--- src/rtl/bs_search_engine.sv ---
// bs_search_engine: binary search over a sorted synchronous-read table, exact match or lower bound.
// The search window is half-open [lo,hi); each probe costs ADDR + (RD_LAT+1) WAIT + CMP cycles.
module bs_search_engine #(
  parameter int DATA_W = 8,
  parameter int DEPTH = 32,
  parameter int RD_LAT = 1,
  parameter int DESCEND = 0,
  localparam int ADDR_W = (DEPTH > 1) ? $clog2(DEPTH) : 1
) (
  input  logic              clk_i,
  input  logic              reset_n_i,
  input  logic              start_i,
  input  logic              mode_i,
  input  logic [DATA_W-1:0] target_i,
  output logic [ADDR_W-1:0] mem_addr_o,
  input  logic [DATA_W-1:0] mem_rdata_i,
  output logic              busy_o,
  output logic              done_o,
  output logic              found_o,
  output logic [ADDR_W-1:0] loc_o,
  output logic [ADDR_W:0]   probes_o
);
  typedef enum logic [2:0] {IDLE, SETUP, ADDR, WAIT, CMP, FIN, DONE} state_t;
  localparam logic [ADDR_W:0] DEPTH_C = (ADDR_W+1)'(DEPTH);
  localparam logic [ADDR_W:0] ONE_C = (ADDR_W+1)'(1);
  state_t state_q, state_d;
  logic [ADDR_W:0] lo_q, lo_d, hi_q, hi_d, probes_q, probes_d;
  logic [DATA_W-1:0] tgt_q, tgt_d;
  logic mode_q, mode_d, found_q, found_d;
  logic [1:0] cnt_q, cnt_d;
  logic [ADDR_W-1:0] addr_q, addr_d, loc_q, loc_d;
  logic [ADDR_W+1:0] sum;
  logic [ADDR_W:0] mid, lo_nx, hi_nx;
  logic less, hit;
  // one extra bit in the sum keeps lo+hi from wrapping when hi == DEPTH
  assign sum = {1'b0, lo_q} + {1'b0, hi_q};
  assign mid = sum[ADDR_W+1:1];
  assign hit = mem_rdata_i == tgt_q;
  assign less = (DESCEND != 0) ? (mem_rdata_i > tgt_q) : (mem_rdata_i < tgt_q);
  assign lo_nx = less ? mid + ONE_C : lo_q;
  assign hi_nx = less ? hi_q : mid;
  always_ff @(posedge clk_i or negedge reset_n_i) begin
    if (!reset_n_i) begin
      state_q <= IDLE;
      lo_q <= '0;
      hi_q <= '0;
      probes_q <= '0;
      tgt_q <= '0;
      mode_q <= 1'b0;
      found_q <= 1'b0;
      cnt_q <= '0;
      addr_q <= '0;
      loc_q <= '0;
    end else begin
      state_q <= state_d;
      lo_q <= lo_d;
      hi_q <= hi_d;
      probes_q <= probes_d;
      tgt_q <= tgt_d;
      mode_q <= mode_d;
      found_q <= found_d;
      cnt_q <= cnt_d;
      addr_q <= addr_d;
      loc_q <= loc_d;
    end
  end
  always_comb begin
    state_d = state_q;
    lo_d = lo_q;
    hi_d = hi_q;
    probes_d = probes_q;
    tgt_d = tgt_q;
    mode_d = mode_q;
    found_d = found_q;
    cnt_d = cnt_q;
    addr_d = addr_q;
    loc_d = loc_q;
    case (state_q)
      IDLE: if (start_i) begin
        state_d = SETUP;
        tgt_d = target_i;
        mode_d = mode_i;
        found_d = 1'b0;
        loc_d = '0;
        probes_d = '0;
      end
      SETUP: begin
        lo_d = '0;
        hi_d = DEPTH_C;
        state_d = ADDR;
      end
      ADDR: begin
        addr_d = mid[ADDR_W-1:0];
        cnt_d = 2'(RD_LAT);
        state_d = WAIT;
      end
      WAIT: begin
        cnt_d = cnt_q - 2'd1;
        state_d = (cnt_q == 2'd0) ? CMP : WAIT;
      end
      CMP: begin
        probes_d = probes_q + ONE_C;
        if (!mode_q && hit) begin
          found_d = 1'b1;
          loc_d = mid[ADDR_W-1:0];
          state_d = DONE;
        end else begin
          lo_d = lo_nx;
          hi_d = hi_nx;
          state_d = (lo_nx == hi_nx) ? FIN : ADDR;
        end
      end
      FIN: begin
        found_d = mode_q && (lo_q < DEPTH_C);
        loc_d = (mode_q && lo_q < DEPTH_C) ? lo_q[ADDR_W-1:0] : '0;
        state_d = DONE;
      end
      DONE: state_d = start_i ? DONE : IDLE;
      default: state_d = IDLE;
    endcase
  end
  assign busy_o = (state_q != IDLE) && (state_q != DONE);
  assign done_o = state_q == DONE;
  assign mem_addr_o = addr_q;
  assign found_o = found_q;
  assign loc_o = loc_q;
  assign probes_o = probes_q;
endmodule

--- config.mk ---
export PLATFORM = sky130hd
export DESIGN_NAME = bs_search_engine
export DESIGN_NICKNAME = d
export VERILOG_FILES = /design/src/rtl/bs_search_engine.sv
export SDC_FILE = /design/constraint.sdc
export NUM_CORES = 1
export LEC_CHECK = 0
export BUFFER_PORTS_ARGS = -buffer_cell sky130_fd_sc_hd__buf_2
export CELL_PAD_IN_SITES_DETAIL_PLACEMENT = 1
export CELL_PAD_IN_SITES_GLOBAL_PLACEMENT = 1
export CORE_MARGIN = 2
export CORE_UTILIZATION = 44
export CTS_BUF_LIST = sky130_fd_sc_hd__clkbuf_8 sky130_fd_sc_hd__clkbuf_16
export CTS_CLUSTER_DIAMETER = 40
export DETAILED_ROUTE_END_ITERATION = 7
export PLACE_DENSITY_LB_ADDON = 0.1
export SLEW_MARGIN = 20
export SYNTH_ARGS = -nofsm -noshare
export SYNTH_HDL_FRONTEND = slang
export SYNTH_SLANG_ARGS = --single-unit
--- constraint.sdc ---
create_clock -name clk_i -period 4 [get_ports clk_i]
set_clock_uncertainty 0.05 [all_clocks]
set_input_delay 0.2 -clock clk_i [delete_from_list [all_inputs] [get_ports clk_i]]
set_output_delay 0.2 -clock clk_i [all_outputs]
set_load 0.03 [all_outputs]
==> results of run 1 <==
path summary, 6_finish.rpt:
| kind | to | slack (ns) |
|---|---|---|
| worst min register to register | loc_o[2] | 0.43 |
| worst min-delay path | tgt_q[5] | -0.006 |
| max in group asynchronous | lo_q[3] | 3.31 |
| min in group clk_i | tgt_q[6] | 0.04 |
| worst max-delay path | state_q[0] | 0.81 |
| worst max register to register | state_q[0] | 0.81 |
stage by stage:
| step | area [um2] | total power [W] | setup WS, ns | utilization | hold slack, ns |
|---|---|---|---|---|---|
| after floorplan | 2750 | 0.00136 | 1.14 | - | -0.146 |
| after global placement | 3010 | 0.00160 | 1.00 | 0.503 | 0.351 |
| after detailed placement | 3010 | 0.00164 | 0.855 | 0.503 | 0.364 |
| after CTS | 3130 | 0.00201 | 0.801 | 0.523 | 0.0354 |
| after global routing | 3130 | 0.00216 | 0.615 | 0.523 | 0.0620 |
| final | 3130 | 0.00199 | 0.812 | 0.523 | -0.00592 |
area by class of cell:
cell class                 count  area [um2]  share of cell area
clock inverter                 2        35.0              0.0112
timing repair buffer          39         198              0.0631
sequential                    43        1080               0.344
inverter                      21        78.8              0.0252
tap                           75        93.8              0.0300
multi-input combinational    237        1570               0.501
clock buffer                   6        82.6              0.0264
power breakdown:
group	switching [W]	internal, W
registers	0.000122	0.000559
clock network	0.000159	0.000202
logic	0.000583	0.000370
total	0.000864	0.00113
placed cells by master (no fill, tap or decap), types with 2 or more instances in the layout:
cell and count:
xnor2_1 8, a22oi_1 5, dfrtp_1 43, and4_1 2
clkbuf_8 6, nand2_1 39, o31ai_1 3, nor4_1 3
o211ai_1 3, nor3_1 2, and2_1 5, or3_1 2
xnor3_1 2, a21oi_1 16, mux2_2 4, nand3_1 6
ha_1 16, and3_1 2, buf_2 38, nor2_1 20
o21ai_0 37, a211o_1 2, o22ai_1 7, nand4_1 3
nor3b_1 3, a31oi_1 3, nand3b_1 5, nand2b_1 8
nor2b_1 3, inv_1 20, a22o_1 3, o21a_1 3
sequential cells by signal, summed over array words and instances (netlist names):
name	flops
hi_q	6
mode_q	1
state_q	3
mem_addr_o	5
found_o	1
lo_q	6
probes_o	6
cnt_q	2
loc_o	5
tgt_q	8
worst register-to-register path, stage by stage (launching register included):
cell	delay (ns)
dfrtp_1	0.44
and2_1	0.20
fa_1	0.44
xnor2_1	0.48
inv_2	0.08
ha_1	0.26
xnor2_1	0.15
nor4_1	0.27
nor4_1	0.09
nand4b_1	0.20
nand2b_1	0.19
o31ai_1	0.24
metal layers:
layer	track usage	vias to the layer above	part of all wire
li1	-	1173	-
met3	0.0348	16	0.032
met1	0.300	1149	0.46
met5	0	-	0
met4	0.0939	0	0.027
met2	0.372	44	0.48
cells by family (layout without fill, tap and decap cells):
kind of cell	Yosys count	count (layout)	share of synthesized area
AO/OA/AOI/OAI	88	88	0.193
AND/OR/NAND/NOR	115	115	0.223
XOR/XNOR	12	12	0.0536
adder cells (fa/ha/maj)	17	17	0.0800
flip-flops	43	43	0.391
buffers and inverters	29	68	0.0400
multiplexers	5	5	0.0200
==> results.sh, run 1 <==
export IMPL_yosys_register_bits=43
export IMPL_synth_nets=346
export IMPL_final_max_slew_violation_count=0
export IMPL_area_delta_synth_final_pct=13.7
export IMPL_whs_ns=-0.00592
export IMPL_wl_mm=7.35
export IMPL_fin_crit_ns=3.19
export IMPL_final_antenna_net_count=0
export IMPL_cts_tree="yes"
export IMPL_crit_required_ns=4.16
export IMPL_synth_top_area_cell="dfrtp_1"
export IMPL_violations="hold timing"
export IMPL_synth_top_cell_area_share=0.391
export IMPL_p_leak_nw=1.48
export IMPL_yosys_cell_types_count=55
export IMPL_synthTopCellsByArea="dfrtp_1 (39%), ha_1 (7.3%), o21ai_0 (6.7%)"
export IMPL_synth_most_common_cell="dfrtp_1"
export IMPL_crit_fanout=5
export IMPL_yosysSeqAreaShare=0.391
export IMPL_grt_overflow_total=0
export IMPL_crit_family="simple AND/OR/NAND/NOR gates"
export IMPL_hold_viol_final=9
export IMPL_post_route_drc_count=0
export IMPL_vias=2382
export IMPL_dp_cells=415
export IMPL_synth_edf_count=0
export IMPL_row_count=28
export IMPL_crit_start="lo_q[0]"
export IMPL_yosysWarnings=0
export IMPL_die_area_um2=6910
export IMPL_drt_initial_drc_count=155
export IMPL_drive_gt1_frac=0.167
export IMPL_power_per_cell_area_nw_per_um2=637
export IMPL_grt_util_all_layers=0.227
export IMPL_syn_mean_instance_area_um2=8.91
export IMPL_cts_max_level=2
export IMPL_post_route_period_util=0.797
export IMPL_final_cells=423
export IMPL_coreArea_um2=5990
export IMPL_clkTransAtPathRegs_ns=0.09
export IMPL_gp_congestion=0.916
export IMPL_ir_drop_mv=0.237
export IMPL_viasPerCell=5.63
export IMPL_grt_pass1_wl_mm=12.6
export IMPL_worstSetupEndpointType="flip-flop"
export IMPL_crit_path_max_incr_delay_ns=0.48
export IMPL_hp_class="input pin to async pin"
export IMPL_nFillCells=725
export IMPL_die_width_um=83.1
export IMPL_synth_commonest_cells="dfrtp_1 (43), nand2_1 (39), o21ai_0 (37)"
export IMPL_grt_max_degree=44
export IMPL_diodes=0
export IMPL_r2r_cells=11
export IMPL_finalSetupViolations=0
export IMPL_cts_resized=0
export IMPL_start_util=0.460
export IMPL_clock_latency_ns=0.31
export IMPL_r2r_start="lo_q[0]"
export IMPL_maxCapViolCount=0
export IMPL_die_h_um=83.1
export IMPL_post_cts_setup_buffers=0
export IMPL_worstMarginPinSlew_ns=1.07
export IMPL_slowest_stage="xnor2_1"
export IMPL_ctsHoldBuffers=0
export IMPL_rsz0062_at_grt="false"
export IMPL_cts_root_buf="clkbuf_8"
export IMPL_synth_top_flop_cell="dfrtp_1"
export IMPL_drt_first_pass_iters=4
export IMPL_synthesis_area_um2=2750
export IMPL_wl_per_cell_um=17.4
export IMPL_finalNetCount=384
export IMPL_crit_path_start_kind="flip-flop"
export IMPL_synthArstFlopShare=1.00
export IMPL_worstPathArrival_ns=3.35
export IMPL_ios=39
export IMPL_numClockSinks=43
export IMPL_path_buf_inv=1
export IMPL_dp_hpwl_mm=5.66
export IMPL_timing_fmax_ghz=0.314
export IMPL_cts_buffer_depth=2
export IMPL_portBuffers=38
export IMPL_outcome="complete, but fails checks"
export IMPL_cp_depth=11
export IMPL_timing_slew_headroom=0.284
export IMPL_synth_cells=309
export IMPL_grt_pass1_vias=2527
export IMPL_cts_made_buffers=5
export IMPL_tns_ns=0
export IMPL_path_cells="and2_1, fa_1, xnor2_1, inv_2, ha_1, xnor2_1, nor4_1, nor4_1, nand4b_1, nand2b_1, o31ai_1"
export IMPL_antenna_found_initial=0
export IMPL_crit_type="flip-flop to flip-flop"
Power figures use the tool's default switching activity.
==> inputs of run 2 (changes only) <==
==> constraint.sdc (replaced) <==
create_clock -name clk_i -period 3.1 [get_ports clk_i]
set_clock_uncertainty 0.05 [all_clocks]
set_input_delay 0.155 -clock clk_i [delete_from_list [all_inputs] [get_ports clk_i]]
set_output_delay 0.155 -clock clk_i [all_outputs]
set_load 0.03 [all_outputs]
==> results.sh, run 2 (synthesis gave the netlist of run 1 again) <==
export IMPL_ios=39
export IMPL_drt_first_pass_iters=4
export IMPL_final_antenna_net_count=0
export IMPL_coreArea_um2=5990
export IMPL_switchingPower_w=0.00110
export IMPL_worstSetupEndpointType="flip-flop"
export IMPL_die_h_um=83.1
export IMPL_maxCapViolCount=0
export IMPL_wl_per_cell_um=16.6
export IMPL_area_delta_synth_final_pct=18.1
export IMPL_switching_share=0.425
export IMPL_clkTransAtPathRegs_ns=0.08
export IMPL_whs_ns=0.0104
export IMPL_dp_cells=423
export IMPL_die_width_um=83.1
export IMPL_portBuffers=38
export IMPL_grt_overflow_total=0
export IMPL_seqPwrFrac=0.336
export IMPL_post_route_util=0.543
export IMPL_cts_buffer_depth=2
export IMPL_largest_register_ffs=8
export IMPL_wl_mm=7.19
export IMPL_cts_max_level=2
export IMPL_cts_made_buffers=5
export IMPL_final_cell_mix="dfrtp_1 (43), nand2_1 (39), o21ai_0 (37), buf_2 (37)"
export IMPL_drive_gt1_frac=0.201
export IMPL_grt_max_degree=44
export IMPL_finalNetCount=394
export IMPL_viasPerCell=5.56
export IMPL_power_frac_clock=0.178
export IMPL_diodes=0
export IMPL_final_common_cell="dfrtp_1"
export IMPL_post_route_period_util=0.946
export IMPL_dp_hpwl_mm=5.37
export IMPL_crit_fanout=5
export IMPL_start_util=0.460
export IMPL_p_comb_frac=0.486
export IMPL_final_cells=433
export IMPL_numClockSinks=43
export IMPL_grt_pass1_vias=2531
export IMPL_row_count=28
export IMPL_ir_drop_mv=0.343
export IMPL_hold_viol_final=0
export IMPL_final_max_slew_violation_count=0
export IMPL_grt_pass1_wl_mm=12.5
export IMPL_timing_fmax_ghz=0.341
export IMPL_tns_ns=0
export IMPL_power_per_cell_area_nw_per_um2=798
export IMPL_crit_required_ns=3.26
export IMPL_drt_initial_drc_count=158
export IMPL_gp_congestion=0.843
export IMPL_outcome="complete, no violations"
export IMPL_intPower_w=0.00149
export IMPL_die_area_um2=6910
export IMPL_crit_type="flip-flop to flip-flop"
export IMPL_antenna_found_initial=0
export IMPL_fin_crit_ns=2.93
export IMPL_finalSetupViolations=0
export IMPL_cts_root_buf="clkbuf_8"
export IMPL_worstMarginPinSlew_ns=0.655
export IMPL_nFillCells=716
export IMPL_worstPathArrival_ns=3.09
export IMPL_vias=2409
export IMPL_grt_util_all_layers=0.220
export IMPL_p_leak_nw=1.52
export IMPL_cts_tree="yes"
export IMPL_hp_class="input pin to flip-flop"
export IMPL_timing_slew_headroom=0.558
export IMPL_clock_latency_ns=0.30
export IMPL_post_route_drc_count=0
export IMPL_crit_path_start_kind="flip-flop"
export IMPL_largest_register="tgt_q"
-- run 2: per-layer routing --
metal / vias up / part of all wire / global-route usage
met2: 42 / 0.50 / 0.371
met5: - / 0 / 0
met1: 1167 / 0.45 / 0.296
li1: 1194 / - / -
met4: 0 / 0.0093 / 0.0477
met3: 6 / 0.038 / 0.0378
-- run 2: area by class of cell --
class,instances,area [um2],share of cell area
Multi-Input combinational cell,237,1610,0.494
Sequential cell,43,1080,0.331
Timing Repair Buffer,49,280,0.0862
Tap cell,75,93.8,0.0288
Clock buffer,6,82.6,0.0254
Inverter,21,78.8,0.0242
Clock inverter,2,35.0,0.0108
-- run 2: worst paths after layout --
kind | cells after the start | end | startpoint | slack, ns
setup / recovery | 9 | state_q[0] | lo_q[0] | 0.17
hold / removal | 3 | tgt_q[2] | target_i[2] | 0.01
setup reg to reg | 9 | state_q[0] | lo_q[0] | 0.17
hold reg to reg | 2 | loc_o[2] | loc_o[2] | 0.44
max in group asynchronous | 2 | loc_o[0] | reset_n_i | 2.27
min in group asynchronous | 2 | tgt_q[5] | reset_n_i | 0.34
-- run 2: power by group through the flow --
| stage | Combinational [W] | Sequential (W) | Clock, W |
|---|---|---|---|
| after floorplan | 0.000845 | 0.000913 | 0 |
| after global placement | 0.00121 | 0.000874 | 0 |
| after detailed placement | 0.00125 | 0.000883 | 0 |
| after CTS | 0.00126 | 0.000872 | 0.000478 |
| after global routing | 0.00141 | 0.000902 | 0.000502 |
| final | 0.00126 | 0.000873 | 0.000461 |
-- run 2: critical path: stages (launching register included) --
cell and delay (ns):
dfrtp_1 0.44, and2_1 0.19, fa_2 0.38, a211oi_2 0.31, nor2_1 0.09, nor2_1 0.15, or4b_4 0.51, a211o_1 0.26
a31o_1 0.24, o31ai_1 0.21
-- run 2: what timing repair did --
item | 4_1_cts | 5_1_grt
endpoints found under the hold margin | 1 | 43
gates resized for setup | 0 | 7
setup buffers | 0 | 0
hold buffers | 1 | 1
endpoints found under the setup margin | 0 | 2
-- run 2: through the flow --
| step | power, W | setup slack (ns) | cell area, um2 |
|---|---|---|---|
| 5_1_grt | 0.00281 | -0.00940 | 3250 |
| 3_5_place_dp | 0.00213 | 0.0932 | 3070 |
| 4_1_cts | 0.00261 | 0.0637 | 3200 |
| 3_3_place_gp | 0.00209 | 0.250 | 3070 |
| 2_1_floorplan | 0.00176 | 0.236 | 2750 |
| 6_report | 0.00259 | 0.168 | 3250 |
==> inputs of run 3 (changes only) <==
--- a/config.mk
+++ b/config.mk
@@ -5,11 +5,12 @@
 export SDC_FILE = /design/constraint.sdc
 export NUM_CORES = 1
 export LEC_CHECK = 0
+export ABC_AREA = 1
 export BUFFER_PORTS_ARGS = -buffer_cell sky130_fd_sc_hd__buf_2
 export CELL_PAD_IN_SITES_DETAIL_PLACEMENT = 1
 export CELL_PAD_IN_SITES_GLOBAL_PLACEMENT = 1
 export CORE_MARGIN = 2
-export CORE_UTILIZATION = 44
+export CORE_UTILIZATION = 41
 export CTS_BUF_LIST = sky130_fd_sc_hd__clkbuf_8 sky130_fd_sc_hd__clkbuf_16
 export CTS_CLUSTER_DIAMETER = 40
 export DETAILED_ROUTE_END_ITERATION = 7
==> results.sh, run 3 <==
export IMPL_outcome="complete, no violations"
export IMPL_synth_cells=376
export IMPL_drt_initial_drc_count=104
export IMPL_fin_crit_ns=2.74
export IMPL_final_cells=499
export IMPL_largest_register_ffs=8
export IMPL_timing_slew_headroom=0.622
export IMPL_synth_commonest_cells="nand2_1 (123), inv_1 (53), dfrtp_1 (43)"
export IMPL_finalWorstSetupSlack_ns=0.362
export IMPL_largest_register="tgt_q"
export IMPL_synth_top_cell_area_share=0.395
export IMPL_ios=39
export IMPL_synth_edf_count=0
export IMPL_p_leak_nw=1.74
export IMPL_maxCapViolCount=0
export IMPL_whs_path_depth=3
export IMPL_final_common_cell="nand2_1"
export IMPL_wl_mm=7.45
export IMPL_rsz0062_at_grt="false"
export IMPL_synthTopCellsByArea="dfrtp_1 (39%), nand2_1 (17%), ha_1 (7.3%)"
export IMPL_gp_congestion=0.821
export IMPL_dp_cells=489
export IMPL_diodes=0
export IMPL_cts_tree="yes"
export IMPL_worstPathArrival_ns=2.88
export IMPL_viasPerCell=5.15
export IMPL_drt_first_pass_iters=6
export IMPL_crit_required_ns=3.24
export IMPL_crit_type="flip-flop to flip-flop"
export IMPL_clkTransAtPathRegs_ns=0.08
export IMPL_grt_pass1_wl_mm=12.8
export IMPL_start_util=0.427
export IMPL_final_max_slew_violation_count=0
export IMPL_yosysWarnings=0
export IMPL_r2r_cells=14
export IMPL_hp_class="input pin to flip-flop"
export IMPL_coreArea_um2=6390
export IMPL_crit_fanout=5
export IMPL_synth_top_area_cell="dfrtp_1"
export IMPL_hold_viol_final=0
export IMPL_area_delta_synth_final_pct=14.6
export IMPL_synth_top_flop_cell="dfrtp_1"
export IMPL_drive_gt1_frac=0.161
export IMPL_vias=2568
export IMPL_antenna_found_initial=0
export IMPL_post_route_period_util=0.883
export IMPL_die_width_um=85.5
export IMPL_yosysSeqAreaShare=0.395
export IMPL_crit_path_start_kind="flip-flop"
export IMPL_power_per_cell_area_nw_per_um2=987
export IMPL_die_area_um2=7320
export IMPL_final_cell_mix="nand2_1 (123), inv_1 (55), dfrtp_1 (43), buf_2 (38), nand3_1 (26)"
export IMPL_tns_ns=0
export IMPL_dp_hpwl_mm=5.83
export IMPL_whs_ns=0.0183
export IMPL_grt_overflow_total=0
export IMPL_worstMarginPinSlew_ns=0.566
export IMPL_wl_per_cell_um=14.9
export IMPL_cts_root_buf="clkbuf_8"
export IMPL_grt_max_degree=44
export IMPL_cts_max_level=2
export IMPL_yosys_cell_types_count=32
export IMPL_row_count=29
export IMPL_synth_most_common_cell="nand2_1"
export IMPL_syn_mean_instance_area_um2=7.25
export IMPL_design_area_um2=3120
export IMPL_timing_fmax_ghz=0.365
export IMPL_ir_drop_mv=0.447
export IMPL_cts_made_buffers=5
export IMPL_yosys_register_bits=43
export IMPL_post_route_drc_count=0
export IMPL_finalSetupViolations=0
export IMPL_grt_pass1_vias=2675
export IMPL_placed_area_um2=3010
export IMPL_portBuffers=38
export IMPL_final_antenna_net_count=0
export IMPL_grt_util_all_layers=0.219
export IMPL_cts_buffer_depth=2
export IMPL_clock_latency_ns=0.30
export IMPL_numClockSinks=43
export IMPL_synth_nets=413
export IMPL_worstSetupEndpointType="flip-flop"
export IMPL_synthArstFlopShare=1.00
export IMPL_pre_cts_ws_ns=0.371
export IMPL_finalNetCount=458
export IMPL_die_h_um=85.5
export IMPL_synthesis_area_um2=2730
export IMPL_cts_resized=0
==> run 3: cell count changes after synthesis, sizes merged, moves of 6 or more <==
cell | previous run | this run
xnor2 | 8 | 1
inv | 21 | 60
and2 | 6 | 0
o21ai | 37 | 30
nand3 | 6 | 28
nand2 | 39 | 128
a21oi | 16 | 10
nand2b | 8 | 0
==> run 3: kinds of logic after synthesis <==
logic type	synth area share
AO/OA/AOI/OAI	0.127
XOR/XNOR	0.00321
adder cells (fa/ha/maj)	0.0808
buffers and inverters	0.0950
flip-flops	0.395
AND/OR/NAND/NOR	0.299
==> run 3: layer usage <==
layer | routed length [um] | GRT usage | share of wire
met1 | 3590 | 0.289 | 0.48
met2 | 3600 | 0.378 | 0.48
met3 | 199 | 0.0385 | 0.027
met4 | 67 | 0.0505 | 0.0090
met5 | 0 | 0 | 0
==> run 3: path summary, 6_finish.rpt <==
| path | from | end | slack, ns |
|---|---|---|---|
| max in group asynchronous | reset_n_i | state_q[2] | 2.13 |
| max | lo_q[1] | state_q[1] | 0.36 |
| max reg2reg | lo_q[1] | state_q[1] | 0.36 |
| min | target_i[4] | tgt_q[4] | 0.02 |
| min in group asynchronous | reset_n_i | probes_o[4] | 0.37 |
| min reg2reg | loc_o[4] | loc_o[4] | 0.44 |
==> run 3: worst max-delay path: stages, from the launching register on <==
cell and delay (ns):
dfrtp_1 0.48, fa_1 0.50, xnor2_1 0.30, inv_1 0.14, ha_1 0.32, nand3b_1 0.11, nand2_1 0.08, nand2_1 0.06
nand2_1 0.05, nor2_1 0.10, nand2_1 0.08, nor2_2 0.12, nand4_1 0.11, nand2_1 0.08, nand2_1 0.05
==> run 3: power by group <==
group          leakage [nW]  switching [W]  internal [W]
Sequential            0.566       0.000141      0.000754
Combinational          1.13        0.00126      0.000588
Clock                0.0505       0.000193      0.000152
Total                  1.74        0.00159       0.00149
==> run 3: area by class of cell <==
cell class | instances | area (um2)
Fill cell | 841 | 3260
Multi-Input combinational cell | 267 | 1390
Sequential cell | 43 | 1080
Timing Repair Buffer | 43 | 250
Inverter | 61 | 229
Tap cell | 77 | 96.3
Clock buffer | 5 | 68.8
Clock inverter | 3 | 12.5
==> run 3: stage by stage <==
step	power (W)	utilization
after floorplan	0.00226	-
final	0.00308	0.489
after detailed placement	0.00275	0.471
after CTS	0.00311	0.485
after global routing	0.00340	0.489
after global placement	0.00267	0.471
==> run 3: repair_timing <==
item,in CTS,in global routing
hold buffers,1,0
endpoints found under the hold margin,2,0
setup buffers,0,0
endpoints found under the setup margin,0,0
